<file path="src/rtl/cos_requester_if.sv">
// Operand, engine and result signals of the cosine requester, grouped for port use.
// The requester itself sits on the slave side; the environment (producer/engine/consumer) on master.
interface cos_requester_if;
  logic        in_valid;
  logic [15:0] in_x;
  logic [7:0]  in_y;
  logic        in_ready;

  logic        eng_start;
  logic [15:0] eng_x;
  logic [7:0]  eng_y;
  logic        eng_done;
  logic [15:0] eng_total;

  logic        out_valid;
  logic [15:0] out_total;
  logic        out_err;
  logic        out_ack;
  logic        err_sticky;

  modport slave (
    input  in_valid, in_x, in_y, eng_done, eng_total, out_ack,
    output in_ready, eng_start, eng_x, eng_y, out_valid, out_total, out_err, err_sticky
  );

  modport master (
    output in_valid, in_x, in_y, eng_done, eng_total, out_ack,
    input  in_ready, eng_start, eng_x, eng_y, out_valid, out_total, out_err, err_sticky
  );
endinterface

</file>
<file path="src/rtl/cos_requester.sv">
// Queues {x,y} operands and issues them one at a time to a cosine engine,
// with a per-request timeout and a held result until the consumer acknowledges.
module cos_requester #(
  parameter int DEPTH   = 4,
  parameter int TIMEOUT = 255
) (
  input  logic           clk,
  input  logic           rst,
  cos_requester_if.slave bus
);
  localparam int          AW  = $clog2(DEPTH);
  localparam logic [AW:0] ONE = (AW + 1)'(1);
  localparam logic [7:0]  TO  = 8'(TIMEOUT);

  typedef enum logic [1:0] {IDLE, ISSUE, WAIT, HOLD} state_e;

  state_e      state_q, state_d;
  logic [AW:0] wptr_q, rptr_q;
  logic [23:0] mem_q [DEPTH];
  logic [15:0] eng_x_q, eng_x_d;
  logic [7:0]  eng_y_q, eng_y_d;
  logic [7:0]  cnt_q, cnt_d;
  logic        out_valid_q, out_valid_d;
  logic [15:0] out_total_q, out_total_d;
  logic        out_err_q, out_err_d;
  logic        sticky_q, sticky_d;

  logic full, empty, push, pop;

  // Extra pointer MSB distinguishes full from empty when the indices match.
  assign empty = (wptr_q == rptr_q);
  assign full  = (wptr_q[AW] != rptr_q[AW]) && (wptr_q[AW-1:0] == rptr_q[AW-1:0]);
  assign push  = bus.in_valid && !full;
  assign pop   = (state_q == IDLE) && !empty;

  always_ff @(posedge clk) begin
    if (push) mem_q[wptr_q[AW-1:0]] <= {bus.in_x, bus.in_y};
  end

  always_ff @(posedge clk or posedge rst) begin
    if (rst) begin
      wptr_q <= '0;
      rptr_q <= '0;
    end else begin
      if (push) wptr_q <= wptr_q + ONE;
      if (pop)  rptr_q <= rptr_q + ONE;
    end
  end

  always_comb begin
    state_d     = state_q;
    eng_x_d     = eng_x_q;
    eng_y_d     = eng_y_q;
    cnt_d       = cnt_q;
    out_valid_d = out_valid_q;
    out_total_d = out_total_q;
    out_err_d   = out_err_q;
    sticky_d    = sticky_q;
    unique case (state_q)
      IDLE: begin
        if (!empty) begin
          {eng_x_d, eng_y_d} = mem_q[rptr_q[AW-1:0]];
          state_d            = ISSUE;
        end
      end
      ISSUE: begin
        cnt_d   = '0;
        state_d = WAIT;
      end
      WAIT: begin
        // A completion on the timeout cycle takes priority over the timeout.
        if (bus.eng_done) begin
          out_total_d = bus.eng_total;
          out_err_d   = 1'b0;
          out_valid_d = 1'b1;
          state_d     = HOLD;
        end else if (cnt_q == TO) begin
          out_total_d = 16'hFFFF;
          out_err_d   = 1'b1;
          out_valid_d = 1'b1;
          sticky_d    = 1'b1;
          state_d     = HOLD;
        end else begin
          cnt_d = cnt_q + 8'd1;
        end
      end
      HOLD: begin
        if (bus.out_ack) begin
          out_valid_d = 1'b0;
          state_d     = IDLE;
        end
      end
      default: state_d = IDLE;
    endcase
  end

  always_ff @(posedge clk or posedge rst) begin
    if (rst) begin
      state_q     <= IDLE;
      eng_x_q     <= '0;
      eng_y_q     <= '0;
      cnt_q       <= '0;
      out_valid_q <= 1'b0;
      out_total_q <= '0;
      out_err_q   <= 1'b0;
      sticky_q    <= 1'b0;
    end else begin
      state_q     <= state_d;
      eng_x_q     <= eng_x_d;
      eng_y_q     <= eng_y_d;
      cnt_q       <= cnt_d;
      out_valid_q <= out_valid_d;
      out_total_q <= out_total_d;
      out_err_q   <= out_err_d;
      sticky_q    <= sticky_d;
    end
  end

  assign bus.in_ready   = !full;
  assign bus.eng_start  = (state_q == ISSUE);
  assign bus.eng_x      = eng_x_q;
  assign bus.eng_y      = eng_y_q;
  assign bus.out_valid  = out_valid_q;
  assign bus.out_total  = out_total_q;
  assign bus.out_err    = out_err_q;
  assign bus.err_sticky = sticky_q;
endmodule
</file>
<file path="src/flat_wrapper.sv">
// flat-port wrapper written by rule: the top's interface ports become plain ports
module cos_requester_flat 
#(
  parameter int DEPTH   = 4,
  parameter int TIMEOUT = 255
)
  (clk, rst, bus_in_valid, bus_in_x, bus_in_y, bus_eng_done, bus_eng_total, bus_out_ack, bus_in_ready, bus_eng_start, bus_eng_x, bus_eng_y, bus_out_valid, bus_out_total, bus_out_err, bus_err_sticky);
  cos_requester_if bus_i ();
  input  logic clk;
  input  logic rst;
  input wire logic [$bits(bus_i.in_valid)-1:0] bus_in_valid;
  input wire logic [$bits(bus_i.in_x)-1:0] bus_in_x;
  input wire logic [$bits(bus_i.in_y)-1:0] bus_in_y;
  input wire logic [$bits(bus_i.eng_done)-1:0] bus_eng_done;
  input wire logic [$bits(bus_i.eng_total)-1:0] bus_eng_total;
  input wire logic [$bits(bus_i.out_ack)-1:0] bus_out_ack;
  output wire logic [$bits(bus_i.in_ready)-1:0] bus_in_ready;
  output wire logic [$bits(bus_i.eng_start)-1:0] bus_eng_start;
  output wire logic [$bits(bus_i.eng_x)-1:0] bus_eng_x;
  output wire logic [$bits(bus_i.eng_y)-1:0] bus_eng_y;
  output wire logic [$bits(bus_i.out_valid)-1:0] bus_out_valid;
  output wire logic [$bits(bus_i.out_total)-1:0] bus_out_total;
  output wire logic [$bits(bus_i.out_err)-1:0] bus_out_err;
  output wire logic [$bits(bus_i.err_sticky)-1:0] bus_err_sticky;
  assign bus_i.in_valid = bus_in_valid;
  assign bus_i.in_x = bus_in_x;
  assign bus_i.in_y = bus_in_y;
  assign bus_i.eng_done = bus_eng_done;
  assign bus_i.eng_total = bus_eng_total;
  assign bus_i.out_ack = bus_out_ack;
  assign bus_in_ready = bus_i.in_ready;
  assign bus_eng_start = bus_i.eng_start;
  assign bus_eng_x = bus_i.eng_x;
  assign bus_eng_y = bus_i.eng_y;
  assign bus_out_valid = bus_i.out_valid;
  assign bus_out_total = bus_i.out_total;
  assign bus_out_err = bus_i.out_err;
  assign bus_err_sticky = bus_i.err_sticky;
  cos_requester #(.DEPTH(DEPTH), .TIMEOUT(TIMEOUT)) u_core (.clk(clk), .rst(rst), .bus(bus_i));
endmodule
</file>
<file path="config.mk">
export PLATFORM = sky130hd
export DESIGN_NAME = cos_requester_flat
export DESIGN_NICKNAME = d
export VERILOG_FILES = /design/src/rtl/cos_requester_if.sv /design/src/rtl/cos_requester.sv /design/src/flat_wrapper.sv
export SDC_FILE = /design/constraint.sdc
export NUM_CORES = 1
export LEC_CHECK = 0
export BUFFER_PORTS_ARGS = -buffer_cell sky130_fd_sc_hd__buf_2
export CAP_MARGIN = 10
export CORE_UTILIZATION = 61
export CTS_CLUSTER_SIZE = 10
export DETAILED_ROUTE_END_ITERATION = 10
export HOLD_SLACK_MARGIN = 0.02
export PLACE_DENSITY_LB_ADDON = 0.2
export SLEW_MARGIN = 10
export SYNTH_ARGS = -nofsm -noshare
export SYNTH_HDL_FRONTEND = slang
export SYNTH_SLANG_ARGS = --single-unit
</file>
<file path="constraint.sdc">
create_clock -name clk -period 4.65 [get_ports clk]
set_input_delay 0.2325 -clock clk [delete_from_list [all_inputs] [get_ports clk]]
set_output_delay 0.2325 -clock clk [all_outputs]
set_load 0.05 [all_outputs]
</file>
Yosys cells after proc, flatten, opt, wreduce, memory -nomap -nowiden
Memories as Yosys holds them, arrays and structs flattened. A register that Yosys moved wholly into a read port is not among the register bits.
Cells that the tools add are included.
{"block": "op_classes", "bitwise_logic": 2, "addsub": 3, "muxes": 17, "n_reduce_logical": 15, "n_eq_ne": 12}
{"operator": "16-bit 2-to-1 mux", "n": 2}
{"operator": "8-bit 2-to-1 mux", "n": 2}
{"operator": "8-bit case mux with 2 select lines", "n": 1}
{"operator": "3-bit AND reduction", "n": 4}
{"operator": "8-bit by 1-bit adder with 8-bit output, second input constant", "n": 1}
{"operator": "8-bit == test, second input constant", "n": 1}
{"operator": "2-bit 2-to-1 mux", "n": 4}
{"operator": "2-bit != test, second input constant", "n": 4}
{"operator": "2-bit case mux with 4 select lines", "n": 1}
{"operator": "3-bit by 1-bit adder with 3-bit output, second input constant", "n": 2}
{"operator": "1-bit 2-to-1 mux", "n": 6}
{"operator": "2-bit nonzero test", "n": 3}
{"operator": "2-bit == test, second input constant", "n": 2}
{"operator": "2-bit AND reduction", "n": 2}
{"operator": "3-bit == test", "n": 1}
{"operator": "1-bit logical AND", "n": 3}
{"operator": "3-bit by 2-bit != test with 1-bit output, second input constant", "n": 1}
{"operator": "2-bit by 1-bit == test with 1-bit output, second input constant", "n": 1}
{"operator": "2-bit == test", "n": 1}
{"operator": "1-bit zero test", "n": 2}
{"operator": "2-bit zero test", "n": 1}
{"operator": "1-bit inverter", "n": 2}
{"operator": "1-bit case mux with 2 select lines", "n": 1}
{"operator": "1-bit != test", "n": 1}
{"block": "totals", "ram_bits": 96, "output_inout_bits": 45, "wordCells": 58, "memories": 1, "in_bits": 45, "register_bits": 35}
{"memory": "u_core.mem_q", "words": 4, "word_bits": 24, "rd": 1, "rd_ports_with_merged_regs": 1, "wr": 1, "line": "cos_requester.sv:19", "text": "logic [23:0] mem_q [DEPTH];"}

Depth between registers and ports, before layout
{"block": "depth", "word_depth": 6, "ltp_mapped": 8, "mapped_depth_nobuf": 6}

Worst setup path before layout
Ideal clock, no wire load.
{"block": "synth_timing", "kind": "register to register", "start": "reg u_core.rptr_q[1]", "end": "mem u_core.mem_q[3][0] (enable)", "synth_period_minus_slack_ps": 2318, "stages_incl_launch_ff": 5, "setup_ps": 384, "path_slack_ps": 2332, "required_ps": 4266, "n_path_buf": 1, "arrival_ps": 1934, "path_cell_list": "dfrtp_1 buf_4 xnor2_1 nand3_1 and3_1"}
{"block": "synth_between", "elab_chain_cells": 6}
{"element": "start: declaration", "line": "cos_requester.sv:18", "text": "logic [AW:0] wptr_q, rptr_q;"}
{"element": "start signal: assignment", "line": "cos_requester.sv:46", "text": "if (pop) rptr_q <= rptr_q + ONE;"}
{"element": "2-bit == test", "line": "cos_requester.sv:32", "text": "assign full = (wptr_q[AW] != rptr_q[AW]) && (wptr_q[AW-1:0] == rptr_q[AW-1:0]);"}
{"element": "1-bit logical AND", "line": "cos_requester.sv:32"}
{"element": "1-bit zero test"}
{"element": "named net bus_in_ready", "line": "flat_wrapper.sv:17", "text": "output wire logic [$bits(bus_i.in_ready)-1:0] bus_in_ready;"}
{"element": "1-bit logical AND", "line": "cos_requester.sv:33", "text": "assign push = bus.in_valid && !full;"}
{"element": "1-bit 2-to-1 mux", "line": "cos_requester.sv:37", "text": "if (push) mem_q[wptr_q[AW-1:0]] <= {bus.in_x, bus.in_y};"}
{"element": "1-bit 2-to-1 mux (implied by the code)", "line": "cos_requester.sv:37"}
{"element": "end: declaration", "line": "cos_requester.sv:19"}
The timed path passes the listed nets, and every way through them passes these cells.

Worst setup path in the final report
{"block": "layout_timing", "start": "reg u_core.rptr_q[0]", "end": "mem u_core.mem_q[1][14] (enable)"}
{"block": "layout_between", "elab_chain_cells": 6}
{"element": "2-bit == test", "line": "cos_requester.sv:32"}
{"element": "1-bit logical AND", "line": "cos_requester.sv:32"}
{"element": "1-bit zero test", "line": "cos_requester.sv:33"}
{"element": "1-bit logical AND", "line": "cos_requester.sv:33"}
{"element": "1-bit 2-to-1 mux", "line": "cos_requester.sv:37"}
{"element": "1-bit 2-to-1 mux (implied by the code)", "line": "cos_requester.sv:37"}
No other way between the ends.

==> results.cfg <==
[status]
status = completed

[power]
p_leak_nw = 3.10
vdd_drop_max_mv = 0.405
power_frac_seq_pct = 38.2
p_sw_w = 0.00219
p_comb_share_pct = 38.9
p_int_w = 0.00355
clkPwrFrac_pct = 22.9
p_per_area_mw_per_mm2 = 748
switching_share_pct = 38.2

[cts]
clock_sinks = 155
cts_resized = 0
clockRootBuffer = clkbuf_8
htree_levels = 4
cts_made_buffers = 17
tritoncts = built
clkTransAtPathRegs_ns = 0.06
clock_latency_ns = 0.52
cts_hold_buf = 42
clockBufferDepth = 2
postCtsSetupRepairBufs = 0

[finish]
finish.instance_area_mm2 = 0.00768
fin_cells = 613
antenna_cells = 0
drive_gt1_share_pct = 38.1
area_growth_pct = 24.7
fin_nets = 522
nFillCells = 532

[place]
port-buffer-count = 89
dp_hpwl_um = 6700
postPlaceCellArea_mm2 = 0.00670
dp_cells = 539
place.gp.congestion = 0.843

[synth]
synthFlopType = edfxtp_1
synth_top_area_share_pct = 46.8
synth_fa_ha_area_share_pct = 2.03
synth_seq_cells = 155
synth_edf_count = 96
syn_area_per_cell_um2 = 19.0
muxShareOfSynthArea_pct = 15.0
synth_compound_area_share_pct = 5.39
synth_cells = 324
async_reset_ff_share_pct = 38.1
synth_top_family_by_area = multiplexers
synthTopCellsByArea = edfxtp_1 (47%), dfrtp_1 (24%), mux4_2 (8.4%), mux2_4 (4.4%), o22a_1 (2.4%)
synth_nets = 379
ys_types = 41
yosys_warnings = 0
synth_xor_xnor_area_share_pct = 1.26
synth.most_common_cell = edfxtp_1
synth_commonest_cells = edfxtp_1 (96), dfrtp_1 (59), mux4_2 (23), mux2_4 (18), o22a_1 (17)
synth-simple-area-share_pct = 2.89
synth_top_cell_by_area = edfxtp_1
synth.cell_area_mm2 = 0.00615
ys_seq_area_share_pct = 70.8

[worst_setup_path]
r2r_cells = 4
cp_data_arrival_time_ns = 2.79
crit_required_ns = 4.85
reg2reg_to = u_core.mem_q[1][14]
critPathCaptureType = register
critPathKind = reg2reg
r2r-start = u_core.rptr_q[0]
reg2reg_slack_ns = 2.06
start_kind = register
crit_fanout = 27

[timing]
clock_skew_ns = 0.0101
max_slew_margin_pct = 33.4
final-setup-viol-count = 0
worst_slew_pin_slew_ns = 0.999
max_freq_ghz = 0.386
final-hold-violation-count = 0
fin_crit_sh_pct = 55.7
fin_setup_tns_ns = 0
final_max_slew_viol_count = 0
rsz0062_at_grt = false
fin_crit_ns = 2.59

[die]
die_area_mm2 = 0.0105
fp.dieW_um = 102
ios = 90
start_util_pct = 63.0
fp-row-count = 36
core_mm2 = 0.00977
die_h_um = 102

[routing]
drc = 0
drtIter0Drc = 177
final_antenna_net_count = 0
drtPass1Iterations = 4
drt-total-wl_um = 12300
routedWlPerCell_um = 20.1
vias_per_cell = 5.77
vias = 3534

[hold_path]
min_path_type = in2reg
worstHoldStart = bus_out_ack
worstHoldEndpoint = u_core.state_q[0]
hold_path_depth = 4

[global_routing]
grt_pass1_vias = 3741
grt_max_degree = 60
antenna_found_initial = 0
grt_overflow_total = 0
grt_use_total_pct = 25.6
grt_pass1_wl_um = 19100

[job]
maxCapViolCount = 0
==> metal layers <==
metal	vias up	GRT usage (%)	share of wire [%]
met3	21	6.29	4.0
met2	131	44.4	53
met5	-	0	0
met4	0	9.56	1.9
met1	1820	31.2	41
li1	1562	-	-
==> layout by cell type (no fill, tap or decap), types with 3 or more instances in the layout <==
cell type / synthesis / layout
mux2_2: 9 / 9
clkbuf_16: 0 / 16
buf_4: 3 / 6
and3_1: 4 / 4
ha_1: 10 / 10
dlygate4sd3_1: 0 / 42
o22a_1: 17 / 17
edfxtp_1: 96 / 96
o21ai_0: 7 / 7
inv_6: 0 / 4
mux2_4: 18 / 18
clkinv_2: 0 / 3
a21oi_1: 4 / 4
nand3_1: 5 / 5
mux4_2: 23 / 23
nor2_1: 4 / 4
dfrtp_1: 59 / 58
inv_1: 11 / 10
a31oi_1: 6 / 6
xnor2_1: 4 / 4
xor2_1: 3 / 3
buf_2: 1 / 89
nand2_1: 8 / 8
==> stage by stage <==
stage	setup slack (ns)	hold slack (ns)	power [W]	utilization, %
after floorplan	2.33	0.318	0.00396	-
after global placement	2.05	0.439	0.00433	68.5
after detailed placement	2.02	0.443	0.00440	68.5
after CTS	2.00	0.0376	0.00577	78.5
after global routing	1.84	0.0457	0.00600	78.5
final	2.06	0.0512	0.00574	78.5
==> worst max path at each step <==
stage / slack [ns] / from / endpoint
after floorplan: 2.33 / u_core.rptr_q[1] / u_core.mem_q[3][0]
after global placement: 2.05 / u_core.rptr_q[0] / u_core.bus.eng_y[1]
after detailed placement: 2.02 / u_core.rptr_q[0] / u_core.bus.eng_y[5]
after CTS: 2.00 / u_core.rptr_q[0] / u_core.mem_q[1][20]
final: 2.06 / u_core.rptr_q[0] / u_core.mem_q[1][14]
after global routing: 1.84 / u_core.rptr_q[0] / u_core.mem_q[1][14]
==> worst max-delay path: stages, from the launching register on <==
cell	delay, ns
dfrtp_2	0.98
xnor2_2	0.15
nand3_1	0.23
and3_1	0.53
buf_4	0.36
==> power by group through the flow <==
stage | registers, W | clock network, W | logic, W
after CTS | 0.00219 | 0.00133 | 0.00224
after global routing | 0.00224 | 0.00139 | 0.00237
after floorplan | 0.00274 | 0 | 0.00122
final | 0.00219 | 0.00132 | 0.00223
after global placement | 0.00219 | 0 | 0.00214
after detailed placement | 0.00221 | 0 | 0.00219
==> state kept, by name, indices dropped and copies added, names as in the netlist <==
name                   cells
u_core.mem_q              96
u_core.bus.eng_x          16
u_core.bus.out_total      16
u_core.bus.eng_y           8
u_core.cnt_q               8
u_core.rptr_q              3
u_core.wptr_q              3
u_core.state_q             2
u_core.bus.err_sticky      1
u_core.bus.out_err         1
u_core.bus.out_valid       1
==> cells by family after synthesis <==
group | after synthesis
fa+ha+maj | 10
simple gates | 31
mux | 52
compound gates | 44
flops | 155
buf+inv | 24
xor+xnor | 8
==> area by class of cell <==
type                    instances  area [um2]  area share [%]
inverters                      11        41.3           0.538
flip-flops and latches        155        4360            56.8
well taps                     133         166            2.17
clock buffers                  18         418            5.44
repair buffers                137         911            11.9
clock inverters                14         141            1.84
multi-input cells             145        1640            21.3
(Power assumes the default switching activity.)
